## config.mk

```make
export PLATFORM = sky130hd
export DESIGN_NAME = prbs10_period_meas
export DESIGN_NICKNAME = d
export VERILOG_FILES = /design/src/rtl/prbs10_pkg.sv /design/src/rtl/prbs10_period_meas.sv
export SDC_FILE = /design/constraint.sdc
export NUM_CORES = 1
export LEC_CHECK = 0
export CAP_MARGIN = 20
export CELL_PAD_IN_SITES_DETAIL_PLACEMENT = 1
export CELL_PAD_IN_SITES_GLOBAL_PLACEMENT = 2
export CORE_MARGIN = 2
export CORE_UTILIZATION = 36
export CTS_BUF_LIST = sky130_fd_sc_hd__clkbuf_2
export DETAILED_ROUTE_END_ITERATION = 7
export PLACE_DENSITY = 0.94
export SYNTH_ARGS = -nofsm -noshare
export SYNTH_HDL_FRONTEND = slang
export SYNTH_SLANG_ARGS = --single-unit
```

## constraint.sdc

```tcl
create_clock -name clk -period 2.8 [get_ports clk]
set_input_delay 0.56 -clock clk [delete_from_list [all_inputs] [get_ports clk]]
set_output_delay 0.56 -clock clk [all_outputs]
set_load 0.01 [all_outputs]
```

## src/rtl/prbs10_pkg.sv

```systemverilog
// Shared definitions for the PRBS10 (x^10+x^7+1) checker: taps, period, state encoding, next-word function.
package prbs10_pkg;

    localparam int TAP_HI        = 9;
    localparam int TAP_LO        = 6;
    localparam int PRBS10_PERIOD = 1023;

    typedef enum logic {
        SEARCH = 1'b0,
        LOCKED = 1'b1
    } chk_state_t;

    function automatic logic [9:0] nxt(input logic [9:0] d);
        return {d[8:0], d[TAP_HI] ^ d[TAP_LO]};
    endfunction

endpackage

```

## src/rtl/prbs10_period_meas.sv

```systemverilog
// Measures the PRBS10 period in valid samples between consecutive 10'd1 markers while locked.
// Latency: period_o / period_vld_o update one cycle after the closing marker sample.
module prbs10_period_meas
    import prbs10_pkg::*;
(
    input  logic        clk,
    input  logic        rst,
    input  logic        locked,
    input  logic        en,
    input  logic [9:0]  data,
    output logic [10:0] period_o,
    output logic        period_vld_o
);

    // Wide enough to hold twice the nominal period before saturating.
    localparam int PW = $clog2(PRBS10_PERIOD + 1) + 1;

    logic [PW-1:0] cnt_q;
    logic          seen_q;

    always_ff @(posedge clk or posedge rst) begin
        if (rst) begin
            cnt_q        <= '0;
            seen_q       <= 1'b0;
            period_o     <= '0;
            period_vld_o <= 1'b0;
        end else begin
            period_vld_o <= 1'b0;
            if (!locked) begin
                cnt_q  <= '0;
                seen_q <= 1'b0;
            end else if (en) begin
                if (data == 10'd1) begin
                    // Count includes the marker itself, so markers 1023 samples apart read 1023.
                    if (seen_q) begin
                        period_o     <= cnt_q;
                        period_vld_o <= 1'b1;
                    end
                    seen_q <= 1'b1;
                    cnt_q  <= PW'(1);
                end else if (cnt_q != '1) begin
                    cnt_q <= cnt_q + PW'(1);
                end
            end
        end
    end

endmodule

```

# After elaboration in Yosys (flattened, before gate mapping)
# Cells that the tools add are included.
# word_totals
regBits	24
latch_bits	0
mem_bits_rw	0
mem_bits_ro	0
output_inout_bits	12
wordCells	24
memories	0
# op_classes
add_sub_neg	1
multipliers	0
div	0
magnitude_cmp	0
n_eq_ne	5
shifts	0
muxes	11
n_bitwise	0
reduce_logical	3
# ops
operator	n
$mux W11	4
$add A11 B1 Y11 const B	1
$ne A11 B11 Y1 const B	1
$eq A10 B1 Y1 const B	1
$mux W1	7
$ne A2 B1 Y1 const B	2
$reduce_and A2 Y1	2
$reduce_and A4 Y1	1
$ne A3 B1 Y1 const B	1

# Logic depth before layout (Yosys ltp)
# Gate-level depths: netlist of the first run.
# logic_depth
word_depth	5
ltp_mapped	5
ltp_nobuf	5

# Least setup slack after synthesis of the first run
# OpenSTA, ideal clock, no wires.
# synth_path
kind	input to register
from	input data[1]
to	register period_o[0]
setup_time_ns	0.125
arrival_time_ns	1.691
required_time_ns	2.675
setup_slack_ns	0.985
stages	5
n_path_buf	1
path_cell_list	nor4b_2 -> nand4_1 -> nor2_1 -> buf_4 -> mux2_2
# synth_between
elab_chain_cells	2
# synth_lines
item	line	source
from (decl)	prbs10_period_meas.sv:10	input logic [9:0] data,
$eq A10 B1 Y1	prbs10_period_meas.sv:33	if (data == 10'd1) begin
$reduce_and A4 Y1 (no source line)	n/a	
to (signal assigned)	prbs10_period_meas.sv:36	period_o <= cnt_q;
to (decl)	prbs10_period_meas.sv:11	output logic [10:0] period_o,
# No other way between the ends.
# A chain may end at the register's enable or synchronous reset.

# Worst setup path after layout of the first run
# layout_path
from	input data[1]
to	register period_o[6]
# The elaborated chain is that of the path after synthesis.

==> results.md, run 1 <==
- Mean post-synth cell area: 11.2 sq um
- Nets: 153
- Synth area leaders: dfrtp_1 50%, mux2_2 10%, nand2_1 2.8%
- Status: finished clean
- Die span in y: 62.0 um
- Clock root buffer master: clkbuf_2
- CTS tree: built
- Setup Buffers After CTS: 0
- Total power: 0.528 mW
- CP max stage delay: 0.42 ns
- Yosys cell types: 36
- Avg Vias per Cell: 5.50
- Hold depth: 1
- Critical path class: primary input to register
- Post-synth top area share: 0.496
- WP data arrival: 2.22 ns
- RSZ-0062 raised after global routing: no
- Final period utilization: 0.710
- Max-cap viol count: 0
- Clock skew: 0.0212 ns
- Register area share after synthesis: 0.496
- Startpoint Class: primary input
- Pwr Density: 344 nW/um^2
- Setup ws final: 0.811 ns
- Area of the core: 3280 sq um
- H-tree levels: 1
- Final setup fails: 0
- TritonCTS buffer count: 3
- Post-place setup slack: 0.432 ns
- Cell taking the most area after synthesis: dfrtp_1
- First-pass DRT Iterations: 4
- Post-Syn Nets: 123
- Final Cell Area: 1530 sq um
- Buffers added on ports: 25
- Cell Chain, Critical Path: clkdlybuf4s50_1 -> nor4b_2 -> nand4_1 -> nor2_1 -> buf_4 -> mux2_2
- Starting Density: 0.368
- Sink Count: 24
- Final ANT Viol Nets: 0
- Max Clk Rate: 0.503 GHz
- Final wirelength: 2930 um
- Largest net degree at the start of global routing: 25
- DIE AREA: 3840 sq um
- Initial DRC Count: 22
- Reg clk slew, reported paths: 0.19 ns
- Antenna cell count: 0
- Hold Path Class: register to register
- Vias in the first global route: 1012
- Ys Warns: 0
- Setup crit end kind: register
- Worst-path fanout max: 11
- R2R setup slack: 0.85 ns
- Post-cts sizing count: 0
- Relative slew slack: 0.396
- First-pass GRT wire length: 4950 um
- Worst Path Buf+Inv: 2
- Crit path max-delay family: simple AND/OR/NAND/NOR gates
- CP Data Required Time: 3.03 ns
- # DRC: 0
- Num ports: 26
- Layout overhead on the synthesized area: 26.8%
- Worst skew pair latency: 0.33 ns
- Final min period: 1.99 ns
- Worst r2r path cells: 5
- Cts-stage hold buffer count: 0
- TNS Setup: 0 ns
- Tightest Pin Transition: 0.905 ns
- Reg2reg start: cnt_q[1]$_DFFE_PP0P_
- Layout cells sized above 1: 0.182
- # rows: 21
- Syn Inst Count: 108
- Clock buffer depth: 2
- Crit path depth: 6
- End of the critical path: period_o[6]$_DFFE_PP0P_
- Slew Viols, Final: 0
- Max stage delay cell, worst path: clkdlybuf4s50_1
- Synth Register Bits: 24
- Crit. Startpoint: data[1]
- Initial antenna violation count: 0
- Pleak: 0.680 nW
- Peak supply drop: 0.236 mV
- Final HPWL DP: 2250 um
- Placer Congestion: 0.833
- FF-to-FF End: cnt_q[6]$_DFFE_PP0P_
- Placed cell area: 1520 sq um
- WL per Instance: 16.0 um
- Die Span X: 62.0 um
- Hold_sp: period_o[5]$_DFFE_PP0P_
- Syn Std Cell Area: 1210 sq um
- Grt ovf: 0
- Final hold vios: 0
- Global Route Usage Sum: 0.175
- Via count: 1006
[power breakdown]
part           leakage, nW  switching, mW  internal [mW]
Combinational        0.333         0.0222         0.0238
Sequential           0.334        0.00445          0.350
Clock               0.0140         0.0968         0.0310
[sequential cells by signal, indices dropped and copies added, names as in the netlist]
register and cells:
period_o 11, seen_q 1, period_vld_o 1, cnt_q 11
[cell families (layout without fill, tap and decap cells)]
group,after synthesis,in the layout,synth area share
flops,24,24,0.496
fa+ha+maj,1,1,0.0103
mux,11,11,0.102
compound gates,22,22,0.128
buf+inv,7,36,0.0331
simple gates,43,43,0.230
[synth_stat cells, drive strengths merged]
master / count
clkbuf: 2
a21boi: 4
dfrtp: 24
a311oi: 1
and3: 4
and4: 1
nor4b: 1
nand2: 9
buf: 1
mux2: 11
nor2: 5
or2: 1
ha: 1
nor4: 1
or3: 2
nand3: 5
o211a: 1
nand3b: 2
o2111ai: 2
o22ai: 1
nand4: 5
nor3: 4
a41o: 1
o21ai: 4
o21a: 1
a21o: 1
or4: 3
a21oi: 3
o211ai: 3
inv: 4
[cells in the final DEF, fill, tap and decap left out, types with 3 or more instances in the layout]
cell and instances:
a21boi_1 3, a21oi_1 3, buf_4 3, clkbuf_2 3, clkdlybuf4s50_1 25, dfrtp_1 24
inv_1 4, mux2_2 11, nand2_1 9, nand3_1 5, nand4_1 3, nor2_1 5
o211ai_1 3, o21ai_0 4, or4_1 3
[final cells by class]
| type | count | area, sq um |
|---|---|---|
| multi-input cells | 77 | 569 |
| clock inverters | 1 | 3.75 |
| repair buffers | 28 | 273 |
| fillers | 375 | 1750 |
| well taps | 46 | 57.6 |
| inverters | 4 | 15.0 |
| clock buffers | 3 | 15.0 |
| flip-flops and latches | 24 | 601 |
[worst min path at each step]
stage	to
6_report	period_o[5]$_DFFE_PP0P_
5_1_grt	period_o[7]$_DFFE_PP0P_
4_1_cts	period_o[5]$_DFFE_PP0P_
3_5_place_dp	period_o[5]$_DFFE_PP0P_
3_3_place_gp	period_o[5]$_DFFE_PP0P_
2_1_floorplan	period_vld_o$_DFF_PP0_
[metal layers]
layer | vias to the layer above | GRT usage | wire (um)
li1 | 465 | - | -
met1 | 523 | 0.224 | 1310
met2 | 16 | 0.307 | 1530
met3 | 2 | 0.0393 | 83
met4 | 0 | 0.0274 | 12
met5 | - | 0 | 0
[metrics by stage]
step           hold WS, ns  std cells  utilization
6_report             0.530        183        0.467
5_1_grt              0.565        183        0.467
4_1_cts              0.540        183        0.467
3_5_place_dp         0.496        179        0.461
3_3_place_gp         0.491        179        0.461
2_1_floorplan        0.489        108            -
Power figures use the tool's default switching activity.
==> inputs of run 2 (changes only) <==
--- a/config.mk
+++ b/config.mk
@@ -9,10 +9,10 @@
 export CELL_PAD_IN_SITES_DETAIL_PLACEMENT = 1
 export CELL_PAD_IN_SITES_GLOBAL_PLACEMENT = 2
 export CORE_MARGIN = 2
-export CORE_UTILIZATION = 36
+export CORE_UTILIZATION = 33
 export CTS_BUF_LIST = sky130_fd_sc_hd__clkbuf_2
 export DETAILED_ROUTE_END_ITERATION = 7
-export PLACE_DENSITY = 0.94
+export PLACE_DENSITY = 0.88
 export SYNTH_ARGS = -nofsm -noshare
 export SYNTH_HDL_FRONTEND = slang
 export SYNTH_SLANG_ARGS = --single-unit
==> constraint.sdc (replaced) <==
create_clock -name clk -period 2 [get_ports clk]
set_input_delay 0.4 -clock clk [delete_from_list [all_inputs] [get_ports clk]]
set_output_delay 0.4 -clock clk [all_outputs]
set_load 0.01 [all_outputs]
==> results.md, run 2 (synthesis gave the netlist of run 1 again) <==
- Slew Viols, Final: 0
- Cts-stage hold buffer count: 0
- Core Util, Final: 0.463
- Final ANT Viol Nets: 0
- Metal2 WL: 1490 um
- CP max stage delay: 0.50 ns
- Crit path max-delay family: simple AND/OR/NAND/NOR gates
- CTS tree: built
- Initial antenna violation count: 0
- Clk pwr share: 0.249
- Critical path class: register to register
- Status: finished clean
- Pwr Density: 476 nW/um^2
- Max stage delay cell, worst path: dfrtp_1
- Top Registers: cnt_q (11), period_o (11)
- WL per Instance: 16.6 um
- WP data arrival: 2.08 ns
- Final min period: 1.78 ns
- TritonCTS buffer count: 3
- Buffers added on ports: 25
- Sink Count: 24
- Post-cts sizing count: 0
- Global Route Usage Sum: 0.159
- Worst Path Buf+Inv: 0
- Cell Chain, Critical Path: ha_1 -> nand4_2 -> or3_1 -> and4_1 -> nor3_2
- Max-cap viol count: 0
- Multi-input logic area: 569 sq um
- Worst hold margin: 0.362 ns
- Fill cells: 383
- Layout overhead on the synthesized area: 30.8%
- First-pass DRT Iterations: 4
- Relative slew slack: 0.757
- Antenna cell count: 0
- Switching Share: 0.245
- Num ports: 26
- Total placed cells including tap cells: 186
- Final wirelength: 3130 um
- Max Used Layer: met4
- Final setup fails: 0
- Worst skew pair latency: 0.34 ns
- DIE AREA: 4170 sq um
- Die Span X: 64.6 um
- Avg Vias per Cell: 5.39
- Setup crit end kind: register
- Grt ovf: 0
- Hold Path Class: primary input to asynchronous set/reset pin
- Nets: 160
- H-tree levels: 1
- Reg area: 601 sq um
- RSZ-0062 raised after global routing: no
- Pleak: 0.714 nW
- Starting Density: 0.354
- Final HPWL DP: 2390 um
- Clock root buffer master: clkbuf_2
- Max Clk Rate: 0.561 GHz
- # DRC: 0
- Tightest Pin Transition: 0.363 ns
- Initial DRC Count: 12
- Comb power frac: 0.093
- Reg clk slew, reported paths: 0.24 ns
- First-pass GRT wire length: 5170 um
- Final hold vios: 0
- Placer Congestion: 0.771
- Clock buffer depth: 2
- Die span in y: 64.6 um
- Clock skew: 0.0229 ns
- Metal3 WL: 58 um
- Worst-path fanout max: 6
- CP Data Required Time: 2.29 ns
- Largest net degree at the start of global routing: 25
- Commonest non-fill, non-tap cell in the layout: clkdlybuf4s50_1
- Startpoint Class: register
- Peak supply drop: 0.272 mV
- Final period utilization: 0.891
- Layout cells sized above 1: 0.224
- Via count: 1018
- # rows: 21
- TNS Setup: 0 ns
- Area of the core: 3420 sq um
- Commonest cells after routing, fill and taps aside: 25 x clkdlybuf4s50_1, 24 x dfrtp_1, 11 x mux2_2
- Non-filler cells, final: 189
- Sw power: 0.185 mW
- Reg power frac: 0.658
- Setup Buffers After CTS: 0
- Cell Int Power: 0.568 mW
- Vias in the first global route: 1066
- Post-Route M1 WL: 1570 um
-- run 2: cell count changes in the layout (fill, tap and decap cells not counted) --
cell      previous run  this run
buf_4                3        10
clkinv_1             1         0
-- run 2: final timing paths --
| kind | slack [ns] | from | depth (start not counted) | endpoint |
|---|---|---|---|---|
| max | 0.22 | cnt_q[0]$_DFFE_PP0P_ | 5 | cnt_q[6]$_DFFE_PP0P_ |
| min | 0.36 | rst | 3 | cnt_q[9]$_DFFE_PP0P_ |
| max reg2reg | 0.22 | cnt_q[0]$_DFFE_PP0P_ | 5 | cnt_q[6]$_DFFE_PP0P_ |
| min reg2reg | 0.54 | period_o[7]$_DFFE_PP0P_ | 1 | period_o[7]$_DFFE_PP0P_ |
| max in group asynchronous | 1.38 | rst | 3 | seen_q$_DFFE_PP0P_ |
| min in group clk | 0.54 | period_o[7]$_DFFE_PP0P_ | 1 | period_o[7]$_DFFE_PP0P_ |
-- run 2: final cells by class --
| class | count | area share |
|---|---|---|
| Multi-Input combinational cell | 77 | 0.360 |
| Tap cell | 46 | 0.0364 |
| Sequential cell | 24 | 0.379 |
| Timing Repair Buffer | 35 | 0.206 |
| Clock buffer | 3 | 0.00949 |
| Inverter | 4 | 0.00949 |
-- run 2: worst register-to-register path, cell delays in order, from the launching register on --
cell,delay (ns)
dfrtp_1,0.50
ha_1,0.22
nand4_2,0.21
or3_1,0.47
and4_1,0.22
nor3_2,0.14
-- run 2: per-stage QoR --
step                      power (mW)  setup WS (ns)  cell area [sq um]
after global routing           0.780          0.113               1580
after CTS                      0.761          0.165               1580
final                          0.753          0.218               1580
after floorplan                0.529          0.345               1210
after detailed placement       0.574         -0.153               1570
after global placement         0.572         -0.128               1570
-- run 2: power by group through the flow --
stage               registers, mW  logic [mW]  clock network (mW)
floorplan                   0.502      0.0275                   0
global placement            0.504      0.0682                   0
detailed placement          0.504      0.0705                   0
CTS                         0.496      0.0709               0.194
global route                0.497      0.0767               0.207
finish                      0.496      0.0700               0.187
-- run 2: routing by layer --
metal	track usage	vias to the layer above
met5	0	-
met4	0.0319	0
met3	0.0208	2
met2	0.266	11
met1	0.221	521
li1	-	484
==> inputs of run 3 (changes only) <==
--- a/config.mk
+++ b/config.mk
@@ -9,10 +9,10 @@
 export CELL_PAD_IN_SITES_DETAIL_PLACEMENT = 1
 export CELL_PAD_IN_SITES_GLOBAL_PLACEMENT = 2
 export CORE_MARGIN = 2
-export CORE_UTILIZATION = 33
+export CORE_UTILIZATION = 36
 export CTS_BUF_LIST = sky130_fd_sc_hd__clkbuf_2
 export DETAILED_ROUTE_END_ITERATION = 7
-export PLACE_DENSITY = 0.88
+export PLACE_DENSITY = 0.94
 export SYNTH_ARGS = -nofsm -noshare
 export SYNTH_HDL_FRONTEND = slang
 export SYNTH_SLANG_ARGS = --single-unit
==> constraint.sdc (replaced) <==
create_clock -name clk -period 2.1 [get_ports clk]
set_input_delay 0.42 -clock clk [delete_from_list [all_inputs] [get_ports clk]]
set_output_delay 0.42 -clock clk [all_outputs]
set_load 0.01 [all_outputs]
==> results.md, run 3 (synthesis gave the netlist of run 1 again) <==
- Final wirelength: 2960 um
- Worst-path fanout max: 6
- Vias in the first global route: 1020
- Startpoint Class: register
- Commonest non-fill, non-tap cell in the layout: clkdlybuf4s50_1
- Cell Int Power: 0.538 mW
- WP data arrival: 2.20 ns
- Top Registers: cnt_q (11), period_o (11)
- CTS tree: built
- Worst skew pair latency: 0.34 ns
- Grt ovf: 0
- Cts-stage hold buffer count: 0
- Placed cell area: 1520 sq um
- H-tree levels: 1
- Largest net degree at the start of global routing: 25
- First-pass DRT Iterations: 4
- Peak supply drop: 0.228 mV
- Switching Share: 0.239
- Max-cap viol count: 0
- Post-cts sizing count: 0
- WL per Instance: 16.2 um
- Multi-input logic area: 569 sq um
- Clock root buffer master: clkbuf_2
- Final HPWL DP: 2280 um
- # rows: 21
- Commonest cells after routing, fill and taps aside: 25 x clkdlybuf4s50_1, 24 x dfrtp_1, 11 x mux2_2
- Final ANT Viol Nets: 0
- # DRC: 0
- Placer Congestion: 0.806
- Via count: 984
- Global Route Usage Sum: 0.175
- Sw power: 0.169 mW
- Clock buffer depth: 2
- Final period utilization: 0.919
- Reg power frac: 0.666
- Comb power frac: 0.088
- Starting Density: 0.368
- RSZ-0062 raised after global routing: no
- Final setup fails: 0
- Critical path class: register to register
- Clk pwr share: 0.246
- Setup Buffers After CTS: 0
- Clock skew: 0.0152 ns
- Pleak: 0.684 nW
- Reg clk slew, reported paths: 0.22 ns
- Max Clk Rate: 0.518 GHz
- Hold Path Class: primary input to asynchronous set/reset pin
- Buffers added on ports: 25
- Reg area: 601 sq um
- Die Span X: 62.0 um
- Final hold vios: 0
- DIE AREA: 3840 sq um
- Pwr Density: 460 nW/um^2
- CP Data Required Time: 2.37 ns
- First-pass GRT wire length: 4900 um
- Layout cells sized above 1: 0.190
- Num ports: 26
- Initial antenna violation count: 0
- Die span in y: 62.0 um
- Initial DRC Count: 29
- Status: finished clean
- Slew Viols, Final: 0
- Avg Vias per Cell: 5.38
- Final min period: 1.93 ns
- TritonCTS buffer count: 3
- Final Cell Area: 1540 sq um
- Relative slew slack: 0.750
- Setup crit end kind: register
- Sink Count: 24
- Nets: 154
- R2R setup slack: 0.17 ns
- Tightest Pin Transition: 0.374 ns
- Fill cells: 374
- Layout overhead on the synthesized area: 27.1%
- Antenna cell count: 0
- Area of the core: 3280 sq um
- TNS Setup: 0 ns
run 3: path summary, 6_finish.rpt:
| check | from | to | cells past startpoint |
|---|---|---|---|
| min reg2reg | period_o[5]$_DFFE_PP0P_ | period_o[5]$_DFFE_PP0P_ | 1 |
| max | cnt_q[0]$_DFFE_PP0P_ | cnt_q[6]$_DFFE_PP0P_ | 5 |
| min in group clk | period_o[5]$_DFFE_PP0P_ | period_o[5]$_DFFE_PP0P_ | 1 |
| max in group asynchronous | rst | cnt_q[6]$_DFFE_PP0P_ | 3 |
| min | rst | cnt_q[4]$_DFFE_PP0P_ | 3 |
| max reg2reg | cnt_q[0]$_DFFE_PP0P_ | cnt_q[6]$_DFFE_PP0P_ | 5 |
run 3: per-layer routing:
metal / global-route usage / vias up / share of wire
li1: - / 466 / -
met1: 0.228 / 498 / 0.44
met2: 0.298 / 15 / 0.53
met3: 0.0311 / 5 / 0.020
met4: 0.0517 / 0 / 0.010
met5: 0 / - / 0
run 3: cell type report:
| cell class | count | share of cell area |
|---|---|---|
| Tap cell | 46 | 0.0374 |
| Multi-Input combinational cell | 77 | 0.370 |
| Clock buffer | 3 | 0.00976 |
| Timing Repair Buffer | 29 | 0.182 |
| Sequential cell | 24 | 0.391 |
| Inverter | 4 | 0.00976 |
run 3: power by group through the flow:
| stage | clock, mW | sequential [mW] | combinational, mW |
|---|---|---|---|
| 2_1_floorplan | 0 | 0.478 | 0.0262 |
| 3_3_place_gp | 0 | 0.479 | 0.0603 |
| 3_5_place_dp | 0 | 0.479 | 0.0633 |
| 4_1_cts | 0.182 | 0.472 | 0.0633 |
| 5_1_grt | 0.192 | 0.473 | 0.0695 |
| 6_report | 0.174 | 0.471 | 0.0622 |
run 3: worst max-delay path, cell delays in order (launching register included):
cell,delay (ns)
dfrtp_1,0.49
ha_1,0.30
nand4_2,0.21
or3_1,0.48
and4_1,0.23
nor3_2,0.15
run 3: stage by stage:
| stage | utilization | cells | hold WS, ns | total power, mW | setup slack (ns) |
|---|---|---|---|---|---|
| after floorplan | - | 108 | 0.435 | 0.504 | 0.425 |
| after global placement | 0.464 | 180 | 0.491 | 0.539 | -0.0564 |
| after detailed placement | 0.464 | 180 | 0.498 | 0.543 | -0.164 |
| after CTS | 0.468 | 183 | 0.386 | 0.717 | 0.161 |
| after global routing | 0.468 | 183 | 0.413 | 0.734 | 0.0725 |
| final | 0.468 | 183 | 0.381 | 0.707 | 0.169 |
